**src/rtl/tse_pcs_cfg_seq_if.sv**
```systemverilog
// ---------------------------------------------------------------------------
// tse_pcs_cfg_seq_if
// Shared control-port bus between the configuration sequencer and N_CH
// triple-speed Ethernet PCS instances.
//   reg_addr     : shared 5-bit register address       (master -> slave)
//   reg_data_in  : shared 16-bit write data            (master -> slave)
//   reg_wr       : per-channel write strobe            (master -> slave)
//   reg_rd       : per-channel read strobe             (master -> slave)
//   reg_data_out : per-channel read data, channel c at [16c+15:16c] (slave -> master)
//   reg_busy     : per-channel waitrequest             (slave -> master)
// ---------------------------------------------------------------------------
interface tse_pcs_cfg_seq_if #(
  parameter int N_CH = 4
);
  logic [4:0]         reg_addr;
  logic [15:0]        reg_data_in;
  logic [N_CH-1:0]    reg_wr;
  logic [N_CH-1:0]    reg_rd;
  logic [16*N_CH-1:0] reg_data_out;
  logic [N_CH-1:0]    reg_busy;

  modport master (
    output reg_addr, reg_data_in, reg_wr, reg_rd,
    input  reg_data_out, reg_busy
  );

  modport slave (
    input  reg_addr, reg_data_in, reg_wr, reg_rd,
    output reg_data_out, reg_busy
  );
endinterface

```
**src/rtl/tse_pcs_cfg_seq.sv**
```systemverilog
// ---------------------------------------------------------------------------
// tse_pcs_cfg_seq
// Configures up to N_CH TSE PCS/SGMII channels (IF_MODE then CONTROL) and
// then polls status / link-partner ability round-robin, publishing per-channel
// link, speed and duplex.
// Ports:
//   clk        : control-port clock
//   reset      : asynchronous active-high reset
//   cfg_start  : one-cycle pulse, (re)configure all channels
//   pcs        : control-port bus (master side), see tse_pcs_cfg_seq_if
//   cfg_done   : all channels configured; cleared by a restart
//   link_up    : per channel, AN complete and link status set
//   speed      : per channel 2 bits, 10=1000, 01=100, 00=10
//   full_dup   : per channel link-partner duplex bit
//   err        : per channel sticky control-port timeout flag
// ---------------------------------------------------------------------------
module tse_pcs_cfg_seq #(
  parameter int          N_CH        = 4,
  parameter logic [15:0] IF_MODE_VAL = 16'h0003,
  parameter logic [15:0] CTRL_VAL    = 16'h1200,
  parameter int          POLL_DIV    = 1000,
  parameter int          TIMEOUT     = 255
) (
  input  logic              clk,
  input  logic              reset,
  input  logic              cfg_start,
  tse_pcs_cfg_seq_if.master pcs,
  output logic              cfg_done,
  output logic [N_CH-1:0]   link_up,
  output logic [2*N_CH-1:0] speed,
  output logic [N_CH-1:0]   full_dup,
  output logic [N_CH-1:0]   err
);
  localparam int CH_W  = (N_CH > 1) ? $clog2(N_CH) : 1;
  localparam int TMR_W = $clog2(TIMEOUT + 1);
  localparam int PC_W  = $clog2(POLL_DIV + 1);

  typedef enum logic [2:0] {
    S_IDLE, S_WR_IFMODE, S_WR_CTRL, S_NEXT_CFG,
    S_POLL_WAIT, S_RD_STAT, S_RD_PART, S_NEXT_POLL
  } state_t;

  state_t            state_q, state_d;
  logic [CH_W-1:0]   ch_q, ch_d;
  logic              stb_q, stb_d;
  logic [TMR_W-1:0]  tmr_q, tmr_d;
  logic [PC_W-1:0]   pc_q, pc_d;
  logic              pend_q, pend_d;
  logic              done_q, done_d;
  logic [N_CH-1:0]   link_q, link_d;
  logic [2*N_CH-1:0] speed_q, speed_d;
  logic [N_CH-1:0]   dup_q, dup_d;
  logic [N_CH-1:0]   err_q, err_d;

  // Per-channel read words split out of the flat bus
  logic [15:0] rd_word [N_CH];
  for (genvar gi = 0; gi < N_CH; gi++) begin : g_rd_word
    assign rd_word[gi] = pcs.reg_data_out[16*gi +: 16];
  end

  logic        xfer_state, busy_c, xfer_ok, xfer_to, xfer_end;
  logic [15:0] sel_word;
  logic [1:0]  part_spd;
  logic        unused_bits;

  assign xfer_state = (state_q == S_WR_IFMODE) || (state_q == S_WR_CTRL) ||
                      (state_q == S_RD_STAT)   || (state_q == S_RD_PART);
  assign busy_c   = pcs.reg_busy[ch_q];
  assign xfer_ok  = stb_q && !busy_c;
  // Completion wins over timeout on the last allowed cycle
  assign xfer_to  = stb_q && busy_c && (tmr_q == TMR_W'(TIMEOUT - 1));
  assign xfer_end = xfer_ok || xfer_to;
  // A timed-out read is treated as all zeros
  assign sel_word = xfer_ok ? rd_word[ch_q] : 16'h0000;
  assign part_spd = (sel_word[11:10] == 2'b11) ? 2'b00 : sel_word[11:10];
  // Status / partner bits this sequencer does not interpret
  assign unused_bits = ^{sel_word[14:13], sel_word[9:6], sel_word[4:3], sel_word[1:0]};

  // State register
  always_ff @(posedge clk or posedge reset) begin
    if (reset) begin
      state_q <= S_IDLE;
      ch_q    <= '0;
      stb_q   <= 1'b0;
      tmr_q   <= '0;
      pc_q    <= '0;
      pend_q  <= 1'b0;
      done_q  <= 1'b0;
      link_q  <= '0;
      speed_q <= '0;
      dup_q   <= '0;
      err_q   <= '0;
    end else begin
      state_q <= state_d;
      ch_q    <= ch_d;
      stb_q   <= stb_d;
      tmr_q   <= tmr_d;
      pc_q    <= pc_d;
      pend_q  <= pend_d;
      done_q  <= done_d;
      link_q  <= link_d;
      speed_q <= speed_d;
      dup_q   <= dup_d;
      err_q   <= err_d;
    end
  end

  // Next-state logic
  always_comb begin
    state_d = state_q;
    ch_d    = ch_q;
    stb_d   = stb_q;
    tmr_d   = tmr_q;
    pc_d    = pc_q;
    pend_d  = pend_q;
    done_d  = done_q;
    link_d  = link_q;
    speed_d = speed_q;
    dup_d   = dup_q;
    err_d   = err_q;

    if (state_q != S_IDLE && cfg_start) pend_d = 1'b1;

    // Each transfer state spends one cycle with the strobe low (the idle gap)
    // before raising it, so consecutive transfers are always separated.
    if (xfer_state) begin
      if (!stb_q) begin
        stb_d = 1'b1;
        tmr_d = '0;
      end else if (xfer_end) begin
        stb_d = 1'b0;
      end else begin
        tmr_d = tmr_q + TMR_W'(1);
      end
    end

    if (xfer_to) err_d[ch_q] = 1'b1;

    case (state_q)
      S_IDLE: begin
        if (cfg_start) begin
          state_d = S_WR_IFMODE;
          ch_d    = '0;
        end
      end
      S_WR_IFMODE: if (xfer_end) state_d = S_WR_CTRL;
      S_WR_CTRL:   if (xfer_end) state_d = S_NEXT_CFG;
      S_NEXT_CFG: begin
        if (ch_q == CH_W'(N_CH - 1)) begin
          state_d = S_POLL_WAIT;
          ch_d    = '0;
          pc_d    = '0;
          done_d  = 1'b1;
        end else begin
          state_d = S_WR_IFMODE;
          ch_d    = ch_q + CH_W'(1);
        end
      end
      S_POLL_WAIT: begin
        if (pc_q == PC_W'(POLL_DIV - 1)) begin
          pc_d    = '0;
          state_d = S_RD_STAT;
        end else begin
          pc_d = pc_q + PC_W'(1);
        end
      end
      S_RD_STAT: begin
        if (xfer_end) begin
          // Partner ability is only meaningful once AN is complete with link
          if (sel_word[5] && sel_word[2]) begin
            state_d = S_RD_PART;
          end else begin
            link_d[ch_q]              = 1'b0;
            speed_d[{ch_q, 1'b0} +: 2] = 2'b00;
            dup_d[ch_q]               = 1'b0;
            state_d                   = S_NEXT_POLL;
          end
        end
      end
      S_RD_PART: begin
        if (xfer_end) begin
          link_d[ch_q]              = sel_word[15];
          speed_d[{ch_q, 1'b0} +: 2] = part_spd;
          dup_d[ch_q]               = sel_word[12];
          state_d                   = S_NEXT_POLL;
        end
      end
      S_NEXT_POLL: begin
        if (ch_q == CH_W'(N_CH - 1)) begin
          state_d = S_POLL_WAIT;
          ch_d    = '0;
          pc_d    = '0;
        end else begin
          state_d = S_RD_STAT;
          ch_d    = ch_q + CH_W'(1);
        end
      end
      default: state_d = S_IDLE;
    endcase

    // A requested restart waits for any in-flight transfer to finish; outside
    // a transfer it takes effect immediately. err is deliberately kept.
    if (state_q != S_IDLE && (pend_q || cfg_start) && (!xfer_state || xfer_end)) begin
      state_d = S_WR_IFMODE;
      ch_d    = '0;
      stb_d   = 1'b0;
      pend_d  = 1'b0;
      done_d  = 1'b0;
      link_d  = '0;
      speed_d = '0;
      dup_d   = '0;
    end
  end

  // Output logic
  logic [4:0]      bus_addr;
  logic [15:0]     bus_wdata;
  logic [N_CH-1:0] bus_wr, bus_rd;

  always_comb begin
    bus_addr  = 5'h00;
    bus_wdata = 16'h0000;
    bus_wr    = '0;
    bus_rd    = '0;
    case (state_q)
      S_WR_IFMODE: begin bus_addr = 5'h14; bus_wdata = IF_MODE_VAL; end
      S_WR_CTRL:   begin bus_addr = 5'h00; bus_wdata = CTRL_VAL;    end
      S_RD_STAT:   bus_addr = 5'h01;
      S_RD_PART:   bus_addr = 5'h05;
      default:     bus_addr = 5'h00;
    endcase
    if (stb_q) begin
      if (state_q == S_WR_IFMODE || state_q == S_WR_CTRL) bus_wr[ch_q] = 1'b1;
      else if (state_q == S_RD_STAT || state_q == S_RD_PART) bus_rd[ch_q] = 1'b1;
    end
  end

  assign pcs.reg_addr    = bus_addr;
  assign pcs.reg_data_in = bus_wdata;
  assign pcs.reg_wr      = bus_wr;
  assign pcs.reg_rd      = bus_rd;
  assign cfg_done        = done_q;
  assign link_up         = link_q;
  assign speed           = speed_q;
  assign full_dup        = dup_q;
  assign err             = err_q;
endmodule

```
**src/flat_wrapper.sv**
```systemverilog
// flat-port wrapper written by rule: the top's interface ports become plain ports
module tse_pcs_cfg_seq_flat 
#(
  parameter int          N_CH        = 4,
  parameter logic [15:0] IF_MODE_VAL = 16'h0003,
  parameter logic [15:0] CTRL_VAL    = 16'h1200,
  parameter int          POLL_DIV    = 1000,
  parameter int          TIMEOUT     = 255
)
  (clk, reset, cfg_start, cfg_done, link_up, speed, full_dup, err, pcs_reg_addr, pcs_reg_data_in, pcs_reg_wr, pcs_reg_rd, pcs_reg_data_out, pcs_reg_busy);
  tse_pcs_cfg_seq_if #(.N_CH(N_CH)) pcs_i ();
  input  logic clk;
  input  logic reset;
  input  logic cfg_start;
  output logic cfg_done;
  output logic [N_CH-1:0] link_up;
  output logic [2*N_CH-1:0] speed;
  output logic [N_CH-1:0] full_dup;
  output logic [N_CH-1:0] err;
  output wire logic [$bits(pcs_i.reg_addr)-1:0] pcs_reg_addr;
  output wire logic [$bits(pcs_i.reg_data_in)-1:0] pcs_reg_data_in;
  output wire logic [$bits(pcs_i.reg_wr)-1:0] pcs_reg_wr;
  output wire logic [$bits(pcs_i.reg_rd)-1:0] pcs_reg_rd;
  input wire logic [$bits(pcs_i.reg_data_out)-1:0] pcs_reg_data_out;
  input wire logic [$bits(pcs_i.reg_busy)-1:0] pcs_reg_busy;
  assign pcs_reg_addr = pcs_i.reg_addr;
  assign pcs_reg_data_in = pcs_i.reg_data_in;
  assign pcs_reg_wr = pcs_i.reg_wr;
  assign pcs_reg_rd = pcs_i.reg_rd;
  assign pcs_i.reg_data_out = pcs_reg_data_out;
  assign pcs_i.reg_busy = pcs_reg_busy;
  tse_pcs_cfg_seq #(.N_CH(N_CH), .IF_MODE_VAL(IF_MODE_VAL), .CTRL_VAL(CTRL_VAL), .POLL_DIV(POLL_DIV), .TIMEOUT(TIMEOUT)) u_core (.clk(clk), .reset(reset), .cfg_start(cfg_start), .pcs(pcs_i), .cfg_done(cfg_done), .link_up(link_up), .speed(speed), .full_dup(full_dup), .err(err));
endmodule
```
**config.mk**
```make
export PLATFORM = sky130hd
export DESIGN_NAME = tse_pcs_cfg_seq_flat
export DESIGN_NICKNAME = d
export VERILOG_FILES = /design/src/rtl/tse_pcs_cfg_seq_if.sv /design/src/rtl/tse_pcs_cfg_seq.sv /design/src/flat_wrapper.sv
export SDC_FILE = /design/constraint.sdc
export NUM_CORES = 1
export LEC_CHECK = 0
export ABC_AREA = 0
export CORE_ASPECT_RATIO = 1.2
export CORE_UTILIZATION = 30
export DETAILED_ROUTE_END_ITERATION = 10
export PLACE_DENSITY_LB_ADDON = 0.1
export SLEW_MARGIN = 10
export SYNTH_ARGS = -nofsm -noshare
export SYNTH_HDL_FRONTEND = slang
export SYNTH_SLANG_ARGS = --single-unit
```
**constraint.sdc**
```tcl
create_clock -name clk -period 4.6 [get_ports clk]
set_clock_uncertainty 0.1 [all_clocks]
set_input_delay 0.92 -clock clk [delete_from_list [all_inputs] [get_ports clk]]
set_output_delay 0.92 -clock clk [all_outputs]
set_load 0.02 [all_outputs]
```
* After elaboration in Yosys (flattened, before gate mapping)
Cells that the tools add are included.
** Word-level totals
- Flip-flop bits (word level) :: 46
- Output and inout port bits :: 50
- Word-level logic and storage cells :: 143
** Operators by class
- Bitwise gates (word level) :: 5
- Shift-type cells :: 3
- Multiplexer cells :: 64
- Order comparisons :: 3
- Reduce and logical (&&, ||, !) cells :: 33
- Equality and inequality tests :: 20
- Add/sub/neg operators :: 4
** Operators with widths (count)
- two-way mux 4 bit :: 13
- two-way mux 16 bit :: 3
- two-way mux 8 bit :: 6
- binary-select mux 16 bit (select 2 bit) :: 1
- case mux 13 bit (2 select lines) :: 1
- two-way mux 3 bit :: 8
- case mux 3 bit (8 select lines) :: 1
- two-way mux 10 bit :: 2
- case mux 10 bit (2 select lines) :: 1
- bitwise mux 8 bit :: 2
- case mux 4 bit (2 select lines) :: 2
- case mux 8 bit (2 select lines) :: 1
- case mux 5 bit (3 select lines) :: 1
- two-way mux 1 bit :: 13
- == test 3 bit, second input constant :: 4
- != test 3 x 1 -> 1 bit, second input constant :: 4
- adder 10 x 1 -> 10 bit, second input constant :: 1
- == test 10 bit, second input constant :: 1
- nonzero test 2 bit :: 5
- nonzero test 3 bit :: 3
- adder 8 x 1 -> 8 bit, second input constant :: 1
- bitwise AND 4 bit :: 2
- bitwise mux 4 bit :: 2
- == test 8 bit, second input constant :: 1
- other kinds (30) :: 53

* Longest topological paths before layout
- Depth after elaboration :: 12
- Mapped depth :: 8

* Least setup slack after synthesis
OpenSTA, ideal clock, no wires.
- Path type :: register to output
- From :: register u_core.state_q[1]
- To :: output pcs_reg_rd[0]
- Path buffers :: 1
- Data required time :: 3.580 ns
- Stages on the path, launching flop included :: 7
- Arrival time :: 1.761 ns
- Setup slack :: 1.819 ns
- Cells stage by stage :: dfrtp_1 > clkbuf_1 > nand2b_1 > and2_1 > nor2_1 > nand2_1 > nor2_1
** Between the ends
- Longest elaborated chain between the ends :: 5
- Elaborated cells on any way between the ends :: 9
- Classes of those cells :: eq/ne (4); mux (3); reduce/logical (2)
** Ends and longest elaborated chain
- start: declaration :: RTL line tse_pcs_cfg_seq.sv:43 : state_t state_q, state_d;
- start signal: assignment :: RTL line tse_pcs_cfg_seq.sv:94 : state_q <= state_d;
- == test 3 bit :: RTL line tse_pcs_cfg_seq.sv:234 : else if (state_q == S_RD_STAT || state_q == S_RD_PART) bus_rd[ch_q] = 1'b1;
- logical OR 1 bit :: RTL line tse_pcs_cfg_seq.sv:234
- two-way mux 4 bit :: RTL line tse_pcs_cfg_seq.sv:234
- two-way mux 4 bit (*) :: RTL line tse_pcs_cfg_seq.sv:233 : if (state_q == S_WR_IFMODE || state_q == S_WR_CTRL) bus_wr[ch_q] = 1'b1;
- two-way mux 4 bit (*) :: RTL line tse_pcs_cfg_seq.sv:232 : if (stb_q) begin
- end: declaration :: RTL line flat_wrapper.sv:23 : output wire logic [$bits(pcs_i.reg_rd)-1:0] pcs_reg_rd;
Mark *: on every way between the ends. The rest lies on a longest branch, timed or not.

* Final worst setup path
- From :: register u_core.state_q[1]
- To :: output pcs_reg_rd[3]
The elaborated chain is that of the path after synthesis.

==> results.txt <==
RSZ-0062 raised after global routing = false
Drt initial violations = 165
DRC viols = 0
Layout Cells excl Fill = 488
DP Cell Count = 480
Count of unique library cells instantiated by Yosys = 60
Mapped Avg Cell Area = 9.77 um^2
Core area = 0.00956 mm^2
Warnings from Yosys = 0
Final setup violation count = 0
Die Width = 92.5 um
Placed instance area = 0.00367 mm^2
CTS H-tree lvls = 2
#FFs+latches synth = 46
Final Cell Area = 0.00383 mm^2
Initial antenna violation count = 0
Worst skew pair latency = 0.29 ns
Grt total ovfl = 0
Crit path max fanout = 13
CTS Hold Bufs = 0
Worst Tran Pin Value = 0.626 ns
Worst Path Arrival = 2.77 ns
Post-DRT Antenna Nets = 0
Clk Tree Root Cell = clkbuf_16
Status = finished, final reports clean
Hold slack = 0.352 ns
Inserted Clock Buffers = 5
Setup TNS = 0 ns
Post-synth EDFFs = 0
Drt pass-1 iters = 4
Height of the die = 111 um
Vias in the first global route = 2445
Routed wire length = 7560 um
Via density = 4.88
CTS tree = yes
Pin count of the biggest net entering global routing = 47
Part of the Yosys area used for sequential elements = 39.0%
N_diodes = 0
Synthesis-to-layout area growth = 29.8%
Fill count = 974
Starting Density = 30.9%
Final core utilization = 40.1%
Startpoint class of the critical path = flop
Wire length per cell = 15.5 um
Final Hold Fails = 0
HPWL Detailed = 5580 um
Most frequent cells in the layout = 66 x clkdlybuf4s50_1, 46 x dfrtp_1, 37 x nand2_1
Required @ worst endpoint = 3.58 ns
# rows = 39
RD Place Congestion = 0.807
Commonest non-fill, non-tap cell in the layout = clkdlybuf4s50_1
Cells after Synth = 302
Area of the die = 0.0102 mm^2
Nets@finish = 446
Ys async rst share = 100%
Main flop type after synthesis = dfrtp_1
Max_cap viols = 0
Worst-path clk slew = 0.06 ns
Final Max Slew Viols = 0
Layout cell share with drive strength beyond 1 = 10.4%
Postcts setup bufs = 0
Final period utilization = 82.5%
Number of port buffers = 66
Path type of the worst min-delay path = reg -> reg
Post-cts repair resize count = 0
Io pins = 121
Synthesized cell area = 0.00295 mm^2
GRT Total Usage = 16.0%
First-pass GRT wire length = 12700 um
Crit end category = output pin
Worst vdd rail ir drop = 0.000184 V
Maximum root-to-sink buffer count = 2
Power per Cell Area = 444 mW/mm^2
Area of the multi-input gates = 0.00162 mm^2
Register area = 0.00115 mm^2
Achievable Freq = 264 MHz
Relative slew margins = 58.3%
Minimum clock period = 3.79 ns
P_leak = 1.55 nW
Clock sink total = 46
Vias = 2380
WS Path Type = reg -> out
## stage by stage
step / power [mW] / setup WS, ns
floorplan: 1.08 / 1.82
global placement: 1.30 / 1.15
detailed placement: 1.31 / 1.13
CTS: 1.72 / 0.807
global route: 1.83 / 0.632
finish: 1.70 / 0.806
## synthesized netlist by cell type (5+ instances only)
cell type   n  area (um^2)
o21ai_0     9         45.0
dfrtp_1    46         1150
mux4_2      6          135
and2_1      5         31.3
inv_1      13         48.8
nand2_1    37          139
a21oi_1     9         45.0
xnor2_1     8         70.1
clkbuf_1    6         22.5
buf_2       5         25.0
nand3_1     7         35.0
mux2i_1     8         80.1
buf_4      16          120
nand2b_1    7         43.8
o22ai_1     8         50.1
ha_1       11          138
nor2_1     25         93.8
## flip-flops by register name (all words and copies together), names as in the netlist, 2 cells and up
name             cells
u_core.full_dup      4
u_core.ch_q          2
u_core.err           4
u_core.pc_q         10
u_core.link_up       4
u_core.tmr_q         8
u_core.state_q       3
u_core.speed         8
## metal layers
layer,track usage [%],up-vias,share of wire [%]
met3,3.36,6,3.7
met2,25.9,57,47
met1,21.7,1143,48
met4,4.06,0,1.2
met5,0,-,0
li1,-,1174,-
## power breakdown
part | internal (mW) | switching (mW)
clock | 0.246 | 0.161
combinational | 0.308 | 0.455
sequential | 0.449 | 0.0839
total | 1.00 | 0.699
## path summary, 6_finish.rpt
path / slack (ns) / start / cells after the start / endpoint
setup / recovery: 0.81 / u_core.state_q[1]$_DFFE_PP0P_ / 6 / pcs_reg_rd[3]
hold / removal: 0.35 / u_core.err[1]$_DFFE_PP0P_ / 1 / u_core.err[1]$_DFFE_PP0P_
setup reg to reg: 2.06 / u_core.ch_q[0]$_DFFE_PP0P_ / 6 / u_core.tmr_q[7]$_DFFE_PP0P_
hold reg to reg: 0.35 / u_core.err[1]$_DFFE_PP0P_ / 1 / u_core.err[1]$_DFFE_PP0P_
max in group asynchronous: 2.98 / reset / 3 / u_core.pc_q[9]$_DFFE_PP0P_
min in group asynchronous: 0.99 / reset / 3 / u_core.link_up[0]$_DFFE_PP0P_
## cell families (layout without fill, tap and decap cells)
logic type               Yosys count  count (layout)  synth area share, %
multiplexers                      16              16                 8.18
XOR/XNOR                          11              11                 3.26
AND/OR/NAND/NOR                  118             118                 21.5
other                              1              14                0.127
buffers and inverters             41              91                 7.72
AO/OA/AOI/OAI                     58              58                 15.5
adder cells (fa/ha/maj)           11              11                 4.66
flip-flops                        46              46                 39.0
## worst max-delay path, cell delays in order, from the launching register on
cell and delay, ns:
dfrtp_1 0.60, nand2b_1 0.41, and2_1 0.30, nor2_1 0.17, nand2_1 0.18, nor2_1 0.18, clkdlybuf4s50_1 0.63
## layout make-up
cell class | count | area share [%]
tap | 123 | 4.02
sequential | 46 | 30.0
timing repair buffer | 70 | 18.0
clock buffer | 8 | 4.34
inverter | 13 | 1.27
multi-input combinational | 228 | 42.3
Note: power is estimated with default switching activity, not from simulation.
